$ cat src/rtl/step_accumulator_5b.sv
// Prescaled step accumulator: adds or subtracts `step` once every PRESCALE_DIV enabled clocks.
// Optional build macro STEP_ACC_SAT_EN adds sat_i, which clamps instead of wrapping.
module step_accumulator_5b #(
  parameter int WIDTH        = 5,
  parameter int PRESCALE_DIV = 4
) (
  input  logic             clk,
  input  logic             rst,
  input  logic             en,
  input  logic [WIDTH-1:0] step,
  input  logic             dir,
  input  logic             load,
  input  logic [WIDTH-1:0] load_val,
`ifdef STEP_ACC_SAT_EN
  input  logic             sat_i,
`endif
  output logic [WIDTH-1:0] count,
  output logic             tick_o,
  output logic             wrap_o,
  output logic             zero_o
);

  localparam int PS_W = (PRESCALE_DIV > 1) ? $clog2(PRESCALE_DIV) : 1;
  localparam logic [PS_W-1:0] PS_LAST = PS_W'(PRESCALE_DIV - 1);

  logic [PS_W-1:0]  ps_q, ps_d;
  logic [WIDTH-1:0] count_q, count_d;
  logic             tick_q, tick_d;
  logic             wrap_q, wrap_d;
  logic             sat_en;
  logic             tick_now;
  logic [WIDTH:0]   acc_res;

`ifdef STEP_ACC_SAT_EN
  assign sat_en = sat_i;
`else
  assign sat_en = 1'b0;
`endif

  // Result packs {wrap, value}; on overflow with saturation the value pins at all-ones.
  function automatic logic [WIDTH:0] acc_add(input logic [WIDTH-1:0] a,
                                             input logic [WIDTH-1:0] b,
                                             input logic             sat);
    logic [WIDTH:0] s;
    s = {1'b0, a} + {1'b0, b};
    if (sat && s[WIDTH]) return {1'b1, {WIDTH{1'b1}}};
    return s;
  endfunction

  function automatic logic [WIDTH:0] acc_sub(input logic [WIDTH-1:0] a,
                                             input logic [WIDTH-1:0] b,
                                             input logic             sat);
    logic             borrow;
    logic [WIDTH-1:0] d;
    borrow = (b > a);
    d      = a - b;
    if (sat && borrow) return {1'b1, {WIDTH{1'b0}}};
    return {borrow, d};
  endfunction

  assign tick_now = en && (ps_q == PS_LAST);
  assign acc_res  = dir ? acc_sub(count_q, step, sat_en) : acc_add(count_q, step, sat_en);

  always_comb begin
    ps_d    = ps_q;
    count_d = count_q;
    tick_d  = 1'b0;
    wrap_d  = 1'b0;
    if (load) begin
      // Load wins over a coincident tick and restarts the prescaler.
      count_d = load_val;
      ps_d    = '0;
    end else if (tick_now) begin
      ps_d    = '0;
      count_d = acc_res[WIDTH-1:0];
      tick_d  = 1'b1;
      wrap_d  = acc_res[WIDTH];
    end else if (en) begin
      ps_d = ps_q + PS_W'(1);
    end
  end

  always_ff @(posedge clk or posedge rst) begin
    if (rst) begin
      ps_q    <= '0;
      count_q <= '0;
      tick_q  <= 1'b0;
      wrap_q  <= 1'b0;
    end else begin
      ps_q    <= ps_d;
      count_q <= count_d;
      tick_q  <= tick_d;
      wrap_q  <= wrap_d;
    end
  end

  assign count  = count_q;
  assign tick_o = tick_q;
  assign wrap_o = wrap_q;
  assign zero_o = (count_q == '0);

endmodule
$ cat config.mk
export PLATFORM = sky130hd
export DESIGN_NAME = step_accumulator_5b
export DESIGN_NICKNAME = d
export VERILOG_FILES = /design/src/rtl/step_accumulator_5b.sv
export SDC_FILE = /design/constraint.sdc
export NUM_CORES = 1
export LEC_CHECK = 0
export CELL_PAD_IN_SITES_DETAIL_PLACEMENT = 0
export CELL_PAD_IN_SITES_GLOBAL_PLACEMENT = 1
export CORE_ASPECT_RATIO = 1.4
export CORE_MARGIN = 1
export CORE_UTILIZATION = 36
export CTS_CLUSTER_SIZE = 30
export DETAILED_ROUTE_END_ITERATION = 12
export GPL_TIMING_DRIVEN = 1
export PLACE_DENSITY = 0.8
export SYNTH_ARGS = -nofsm -noshare
export SYNTH_HDL_FRONTEND = slang
export SYNTH_SLANG_ARGS = --single-unit
$ cat constraint.sdc
create_clock -name clk -period 3.8 [get_ports clk]
set_input_delay 0.57 -clock clk [delete_from_list [all_inputs] [get_ports clk]]
set_output_delay 0.57 -clock clk [all_outputs]
set_load 0.005 [all_outputs]
==> results of run 1 <==
-- per-stage QoR --
stage                     power, mW  area [sq um]  instances  setup WS, ns
after floorplan               0.179           792         90          1.91
after detailed placement      0.222          1030        131          1.24
final                         0.289          1050        135          1.38
after CTS                     0.294          1050        135          1.35
after global routing          0.311          1050        135          1.29
after global placement        0.221          1030        131          1.27
-- layer usage --
metal | part of all wire, % | track usage [%] | up-vias
met5 | 0 | 0 | -
met1 | 45 | 19.0 | 308
met2 | 51 | 24.1 | 14
met4 | 1.2 | 6.91 | 0
met3 | 2.5 | 0.949 | 2
li1 | - | - | 355
-- registers in the layout, summed over array words and instances, names as in the netlist --
register  count
tick_o        1
wrap_o        1
count         5
ps_q          2
-- cell type report --
type / instances / area, sq um / area share [%]
Multi-Input combinational cell: 68 / 514 / 48.8
Sequential cell: 9 / 225 / 21.4
Timing Repair Buffer: 22 / 220 / 20.9
Inverter: 11 / 41.3 / 3.92
Clock buffer: 4 / 26.3 / 2.49
Tap cell: 21 / 26.3 / 2.49
-- kinds of logic after synthesis --
logic type / Yosys count / synth area share (%)
adders and majority gates: 13 / 22.4
xor gates and xnor gates: 3 / 3.32
buffers and inverters: 13 / 6.64
AOI/OAI and AO/OA: 23 / 20.4
DFF: 9 / 28.4
muxes: 3 / 3.79
and+or+nand+nor: 26 / 15.0
-- worst min-delay path, cell delays in order, from the launching register on --
cell,delay (ns)
sky130_fd_sc_hd__dfrtp_1,0.35
sky130_fd_sc_hd__mux2i_1,0.07
sky130_fd_sc_hd__nor2_1,0.08
-- power groups by stage --
stage / clock [mW] / sequential (mW) / combinational [mW]
after floorplan: 0 / 0.112 / 0.0673
after global placement: 0 / 0.114 / 0.108
after detailed placement: 0 / 0.114 / 0.109
after CTS: 0.0723 / 0.112 / 0.110
after global routing: 0.0763 / 0.113 / 0.122
final: 0.0690 / 0.112 / 0.108
-- Yosys cell counts (all sizes together) (2+ instances only) --
library cell	instances
ha	11
inv	11
nor2	11
dfrtp	9
nand2	7
a21oi	6
o21ai	6
nor2b	4
mux2i	3
a211oi	2
fa	2
o21a	2
xnor2	2
-- worst paths after layout --
kind / endpoint / from / slack, ns
setup / recovery: zero_o / count[1] / 1.38
hold / removal: ps_q[1] / ps_q[1] / 0.54
setup reg to reg: count[4] / count[0] / 1.92
hold reg to reg: ps_q[1] / ps_q[1] / 0.54
max in group asynchronous: count[4] / rst / 2.98
min in group asynchronous: count[2] / rst / 0.58
==> run_results.csv, run 1 <==
group,metric,value,unit
outcome,outcome,"finished, final reports clean",
cts,worstSkewPairLatency,0.25,ns
global_routing,overflow,0,
setup_path,timing.critical_path.buf_inv,1,
synthesis,synth.distinct_cells,28,
synthesis,synth_edf_count,0,
cts,cts_tree,"built",
route,detail_route.vias_per_cell,5.03,
die,ios,23,
power,internal_power_contribution,0.202,mW
setup_path,arrival,1.85,ns
die,die_width,41.6,um
power,swShare,30.0,%
cells_and_area,final_util,52.1,%
die,initial_core_util,39.2,%
synthesis,synth_sequential_area_ratio,28.4,%
timing,achievable-frequency,413,MHz
timing,final_period_minus_worst_setup_slack,2.42,ns
route,detail_route.drc_violations,0,
setup_path,crit_path_cell_trace,"or4_1 > nor2_1 > clkdlybuf4s50_1",
global_routing,grt_start_max_net_pins,16,
power,leakage_power,0.490,nW
synthesis,yosys.area.top_type_share,28.4,%
synthesis,synthesized_cell_area,792,sq um
cells_and_area,n_antenna_cell,0,
synthesis,synth-async-reset-ratio,100,%
placed_design,gp_congestion,0.726,
synthesis,netlist_top_cells_area,"sky130_fd_sc_hd__dfrtp_1 (28%), sky130_fd_sc_hd__ha_1 (17%), sky130_fd_sc_hd__inv_1 (5.2%)",
timing,max-slew-margin-rel,66.4,%
power,combinationalPowerShare,37.4,%
route,initial_drt_pass_iterations,4,
power,p_clk_share,23.9,%
synthesis,ys_ff_latch,9,
cts,cts-buffers-inserted,3,
timing,finalMaxSlewViolations,0,
setup_path,timing.critical_path.required,3.23,ns
setup_path,cp.depth,3,
placed_design,port_buffers,22,
route,wl_per_cell,11.5,um
cts,clkSlewWorstSetupHoldPaths,0.06,ns
cells_and_area,final_net_count,143,
timing,clock_skew_after_layout,0.00457,ns
die,floorplan.die_area,0.00239,sq mm
hold_path,timing.hold.worst_path_depth,2,
route,vias,679,
synthesis,netlist_instances,90,
die,fp.coreArea,0.00202,sq mm
cts,post-cts-setup-buffers,0,
cells_and_area,most_common_library_cell_in_the_layout_ignoring_fill_and_taps,"sky130_fd_sc_hd__clkdlybuf4s50_1",
power,power_frac_seq,38.7,%
placed_design,dpl_hpwl,1300,um
cells_and_area,drive_gt1_share,4.39,%
cts,cts_num_sinks,9,
route,drtIter0Drc,3,
cells_and_area,num-fill-cells,190,
setup_path,worstRegToRegCells,8,
cts,post_cts_hold_fix_bufs,0,
cts,cts.path.max_buffers,2,
cts,root_cell_of_the_clock_tree,"sky130_fd_sc_hd__clkbuf_4",
timing,max_slew.worst_pin.slew,0.502,ns
cells_and_area,area_overhead_vs_synth,33.0,%
timing,rsz0062_at_grt,"no",
setup_path,path_delay_family,"simple AND/OR/NAND/NOR gates",
power,net-switching-power,0.0866,mW
die,dieHeight,57.5,um
global_routing,wire_length_of_the_first_global_routing_pass,2700,um
die,floorplan.rows,19,
setup_path,crit_path_max_incr_delay,0.52,ns
cts,post_cts_sizing,0,
synthesis,syn-mean-instance-area,8.80,sq um
timing,setup_viol,0,
global_routing,grt_antenna_before_repair,0,
synthesis,synth_top_flop_cell,"sky130_fd_sc_hd__dfrtp_1",
setup_path,timing.critical_path.to_type,"output pin",
synthesis,synth.largest_area_cell,"sky130_fd_sc_hd__dfrtp_1",
power,vdd.ir_drop.worst,0.178,mV
cells_and_area,layout_common_cells,"sky130_fd_sc_hd__clkdlybuf4s50_1 (22), sky130_fd_sc_hd__nor2_1 (11), sky130_fd_sc_hd__inv_1 (11), sky130_fd_sc_hd__ha_1 (11), sky130_fd_sc_hd__dfrtp_1 (9)",
hold_path,hp-class,"flop to flop",
synthesis,number_of_synthesis_warnings,0,
timing,min_period_over_period,63.7,%
timing,timing.final.hold_violations,0,
setup_path,cp-start-kind,"flop",
setup_path,worstSetupPathType,"flop to output pin",
global_routing,vias_in_the_first_global_route,653,
timing,setup_tns_final,0,ns
setup_path,worstPathMaxFanout,6,
power,areal_power_density_over_the_cells,274,mW/mm^2
cts,htree_num_levels,1,
job,cap_violations,0,
synthesis,syn_nets,118,
timing,hold_slack_final,0.544,ns
global_routing,grt_total_usage,14.5,%
route,drt.antenna.violating_nets,0,
setup_path,crit_path_top_delay_cell,"sky130_fd_sc_hd__or4_1",
route,routed_wl,1550,um
Note: power is estimated with default switching activity, not from simulation.
==> run 2, diff against run 1 <==
- CORE_UTILIZATION: 36 -> 30
- PLACE_DENSITY: 0.8 -> 0.71
- clock period: 3.8 -> 2.03 ns (I/O delays scaled with it)
==> run 2 against run 1 <==
Effect of this change: final area rose by 8.4%; clock power rose by 87%; routed wire length rose by 10%; sequential share of layout area fell by 1.6 points; sequential power rose by 82%; clock skew fell by 0.0033 ns; clock-buffer cell count did not move; register-to-register slack got worse by 1.8 ns; setup slack got worse by 1.3 ns; non-clock buffer count rose by 9; largest power group is now combinational cells; highest routed layer unchanged.
==> run_results.csv, run 2 (synthesized netlist as in run 1, its figures left out) <==
group,metric,value,unit
global_routing,grt_total_usage,13.7,%
setup_path,setup_slack_on_the_worst_flop_to_flop_path,0.17,ns
route,routed_wl,1710,um
cts,htree_num_levels,1,
setup_path,worstPathMaxFanout,2,
power,areal_power_density_over_the_cells,494,mW/mm^2
setup_path,worst_r2r_src,"count[0]",
setup_path,worstSetupPathType,"input port to flop",
cts,cts_num_sinks,9,
route,vias,737,
timing,final_period_minus_worst_setup_slack,1.91,ns
route,drtIter0Drc,16,
placed_design,gp_congestion,0.670,
global_routing,vias_in_the_first_global_route,736,
cells_and_area,drive_gt1_share,13.8,%
cells_and_area,largest_reg_flops,5,
route,initial_drt_pass_iterations,4,
timing,rsz0062_at_grt,"no",
cells_and_area,layout_common_cells,"sky130_fd_sc_hd__clkdlybuf4s50_1 (21), sky130_fd_sc_hd__nor2_1 (11), sky130_fd_sc_hd__inv_1 (11), sky130_fd_sc_hd__ha_1 (11), sky130_fd_sc_hd__buf_4 (9)",
setup_path,worstRegToRegCells,9,
cts,root_cell_of_the_clock_tree,"sky130_fd_sc_hd__clkbuf_4",
setup_path,timing.critical_path.to_type,"flop",
route,detail_route.drc_violations,0,
timing,achievable-frequency,523,MHz
route,detail_route.vias_per_cell,4.69,
timing,clock_skew_after_layout,0.00126,ns
timing,finalMaxSlewViolations,0,
die,floorplan.rows,21,
timing,setup_viol,0,
cts,cts_tree,"built",
timing,max_slew.worst_pin.slew,0.361,ns
setup_path,arrival,2.10,ns
route,drt.antenna.violating_nets,0,
die,fp.coreArea,0.00244,sq mm
die,floorplan.die_area,0.00285,sq mm
global_routing,grt_antenna_before_repair,0,
global_routing,overflow,0,
placed_design,dpl_hpwl,1460,um
power,leakage_power,0.536,nW
die,dieHeight,62.8,um
timing,max-slew-margin-rel,75.7,%
hold_path,hp-class,"input port to async pin",
cells_and_area,design_area,0.00114,sq mm
timing,min_period_over_period,94.2,%
timing,timing.final.hold_violations,0,
cells_and_area,final_net_count,152,
cts,cts.path.max_buffers,2,
global_routing,wire_length_of_the_first_global_routing_pass,2990,um
power,total_power,0.564,mW
setup_path,timing.critical_path.required,2.21,ns
die,ios,23,
outcome,outcome,"finished, final reports clean",
placed_design,detailed_place.area,0.00110,sq mm
cells_and_area,area_overhead_vs_synth,44.2,%
job,cap_violations,0,
setup_path,r2r-end,"count[4]",
die,die_width,45.4,um
cts,worstSkewPairLatency,0.25,ns
cells_and_area,n_antenna_cell,0,
power,vdd.ir_drop.worst,0.282,mV
cts,cts-buffers-inserted,3,
cells_and_area,most_common_library_cell_in_the_layout_ignoring_fill_and_taps,"sky130_fd_sc_hd__clkdlybuf4s50_1",
route,wl_per_cell,10.9,um
placed_design,port_buffers,22,
die,initial_core_util,32.4,%
cells_and_area,num-fill-cells,238,
cts,clkSlewWorstSetupHoldPaths,0.06,ns
setup_path,cp-start-kind,"input port",
global_routing,grt_start_max_net_pins,10,
run 2: final cells by class:
class / instances / area, sq um / area share [%]
tap: 34 / 42.5 / 3.72
timing repair buffer: 31 / 287 / 25.1
inverter: 11 / 41.3 / 3.61
sequential: 9 / 226 / 19.8
clock buffer: 4 / 26.3 / 2.30
multi-input combinational: 68 / 519 / 45.5
run 2: how the worst max path moves through the flow:
stage          cells after the start        to  startpoint  slack [ns]
2_1_floorplan                      8  count[4]    count[0]        0.28
3_3_place_gp                       8  count[4]     step[0]       -0.18
3_5_place_dp                       9  count[4]     step[0]       -0.20
4_1_cts                            9  count[4]     step[0]        0.06
5_1_grt                            9  count[4]    count[0]        0.03
6_report                           8    wrap_o     step[1]        0.12
run 2: per-stage QoR:
| stage | hold slack, ns | setup slack [ns] | util, % | setup TNS [ns] | std cells |
|---|---|---|---|---|---|
| floorplan | 0.132 | 0.284 | - | 0 | 90 |
| global placement | 0.510 | -0.177 | 44.9 | -0.464 | 151 |
| detailed placement | 0.529 | -0.205 | 44.9 | -0.596 | 151 |
| CTS | 0.324 | 0.0581 | 46.5 | 0 | 157 |
| global route | 0.363 | 0.0256 | 46.7 | 0 | 157 |
| finish | 0.316 | 0.118 | 46.7 | 0 | 157 |
run 2: worst max-delay path, cell delays in order:
cell and delay, ns:
sky130_fd_sc_hd__clkdlybuf4s50_1 0.48, sky130_fd_sc_hd__inv_1 0.08, sky130_fd_sc_hd__ha_1 0.30, sky130_fd_sc_hd__nor2b_1 0.13
sky130_fd_sc_hd__o21a_1 0.19, sky130_fd_sc_hd__o31a_1 0.24, sky130_fd_sc_hd__o21ai_0 0.16, sky130_fd_sc_hd__o2111a_1 0.21
run 2: what timing repair did:
item                       4_1_cts  5_1_grt
setup buffers                    2        0
gates resized for setup          2        2
hold buffers                     0        0
pin swaps                        0        3
setup endpoints to repair        1        1
run 2: layer usage:
layer  up-vias  track usage (%)  wire length, um
met5         -                0                0
met2        12             22.7              935
li1        376                -                -
met3         2             1.16               42
met1       347             17.5              721
met4         0             5.30               14
run 2: report_power, final:
group / internal (mW) / switching, mW
logic: 0.128 / 0.103
registers: 0.193 / 0.0109
clock network: 0.0752 / 0.0542
total: 0.396 / 0.168
==> variant (flow settings as in run 2) <==
`PRESCALE_DIV`: 4 -> 2.
--- a/src/rtl/step_accumulator_5b.sv
+++ b/src/rtl/step_accumulator_5b.sv
@@ -2,7 +2,7 @@
 // Optional build macro STEP_ACC_SAT_EN adds sat_i, which clamps instead of wrapping.
 module step_accumulator_5b #(
   parameter int WIDTH        = 5,
-  parameter int PRESCALE_DIV = 4
+  parameter int PRESCALE_DIV = 2
 ) (
   input  logic             clk,
   input  logic             rst,
Function: changed (Yosys sat finds a counterexample within 4 cycles, from zero or initial values and one cycle with rst high).
==> variant against run 2 <==
Sequential cell count fell by 1; setup slack improved by 0.043 ns; total power rose by 2.1%; via count fell by 4.5%; fmax rose by 2.3%; utilization fell by 0.39 points; synthesized cell count fell by 3.3%; wire length rose by 0.93%; global-route usage rose by 1.2 points; synthesized area fell by 5.4%; design area fell by 3.0%.
==> variant: results <==
[status]
outcome = "finished, final reports clean"

[synthesis]
synth_compound_area_share_pct = 21.0
synthTopCellsByCount = "inv_1 (12), ha_1 (10), o21ai_0 (10)"
synth_nets = 114
ys_seq_area_share_pct = 26.7
synthCells = 87
synth_fa_ha_area_share_pct = 22.0
synth.area.top_cells = "dfrtp_1 (27%), ha_1 (17%), o21ai_0 (6.7%)"
muxShareOfSynthArea_pct = 1.34
synthXorXnorAreaFrac_pct = 4.67

[floorplanning]
dieArea_um2 = 2700

[power]
ir_drop_mv = 0.310
swShare_pct = 31.9
p_leak_uw = 0.000529

[clock_tree]
clk_latency_ns = 0.25
clk_pin_slew_worst_paths_ns = 0.05
cts_buffers = 3
h-tree-depth = 1

[global_routing]
grt_use_total_pct = 14.9
grt_max_degree = 12
grt_pass1_wl_um = 2940

[setup_path]
slowest_delay_ns = 0.43
arrival_ns = 2.00
crit_family = "adder cells"
cp_slowest_cell = "clkdlybuf4s50_1"

[routing]
drt-initial-drc-count = 17
viasPerCell = 4.51
first_pass_iters = 6
wl_um = 1730

[placement]
post-place-cells = 152
dp_hpwl_um = 1460
gp_congestion = 0.779
dpl_cell_area_um2 = 1080
dp_slack_ns = -0.107

[timing]
worstMarginPinSlew_ns = 0.310
finClkSkew_ns = 0.00469

[layout]
stdcell_count = 156
drive_above_1_share_pct = 17.2
variant: per-layer routing:
| metal | vias to the layer above | track usage [%] | routed length (um) |
|---|---|---|---|
| li1 | 365 | - | - |
| met1 | 327 | 16.3 | 750 |
| met2 | 10 | 27.7 | 937 |
| met3 | 2 | 0.880 | 24 |
| met4 | 0 | 9.09 | 18 |
| met5 | - | 0 | 0 |
variant: cell type report:
cell class / instances / area, um2
Multi-Input combinational cell: 65 / 489
Clock buffer: 3 / 22.5
Timing Repair Buffer: 34 / 309
Tap cell: 34 / 42.5
Sequential cell: 8 / 200
Fill cell: 239 / 1280
Inverter: 12 / 45.0
variant: worst register-to-register path, stage by stage, from the launching register on:
cell and delay [ns]:
dfrtp_1 0.35, buf_4 0.13, inv_1 0.04, ha_1 0.20, fa_1 0.39, inv_1 0.08
a2111oi_2 0.06, a221oi_2 0.20, xnor2_1 0.18, o221ai_2 0.11
variant: final timing paths:
kind                                  to      from  cells after the start  slack [ns]
worst min-delay path              tick_o       rst                      2        0.30
worst max register to register  count[4]  count[0]                      9        0.17
max in group asynchronous       count[1]       rst                      2        1.51
worst max-delay path            count[4]   step[0]                      8        0.16
worst min register to register      ps_q      ps_q                      2        0.58
min in group clk                    ps_q      ps_q                      2        0.58
variant: through the flow:
stage          hold slack (ns)  TNS [ns]
4_1_cts                  0.299         0
6_report                 0.295         0
3_5_place_dp             0.571    -0.311
2_1_floorplan            0.120         0
5_1_grt                  0.331         0
3_3_place_gp             0.547    -0.260
variant: cells by family (layout without fill, tap and decap cells):
family	Yosys count	in the layout
AO/OA/AOI/OAI	23	23
XOR/XNOR	4	4
flip-flops	8	8
buffers and inverters	14	49
AND/OR/NAND/NOR	25	25
adder cells (fa/ha/maj)	12	12
multiplexers	1	1
variant: power groups by stage:
stage                     Sequential [uW]  Clock (uW)  Combinational [uW]
after floorplan                       194           0                 146
after global placement                193           0                 267
after detailed placement              193           0                 269
after CTS                             189         122                 275
after global routing                  191         130                 305
final                                 189         115                 272
variant: what timing repair did:
action	in CTS	in global routing
setup buffers	1	0
hold endpoints to repair	0	0
resized for setup	1	0
endpoints found under the setup margin	1	0
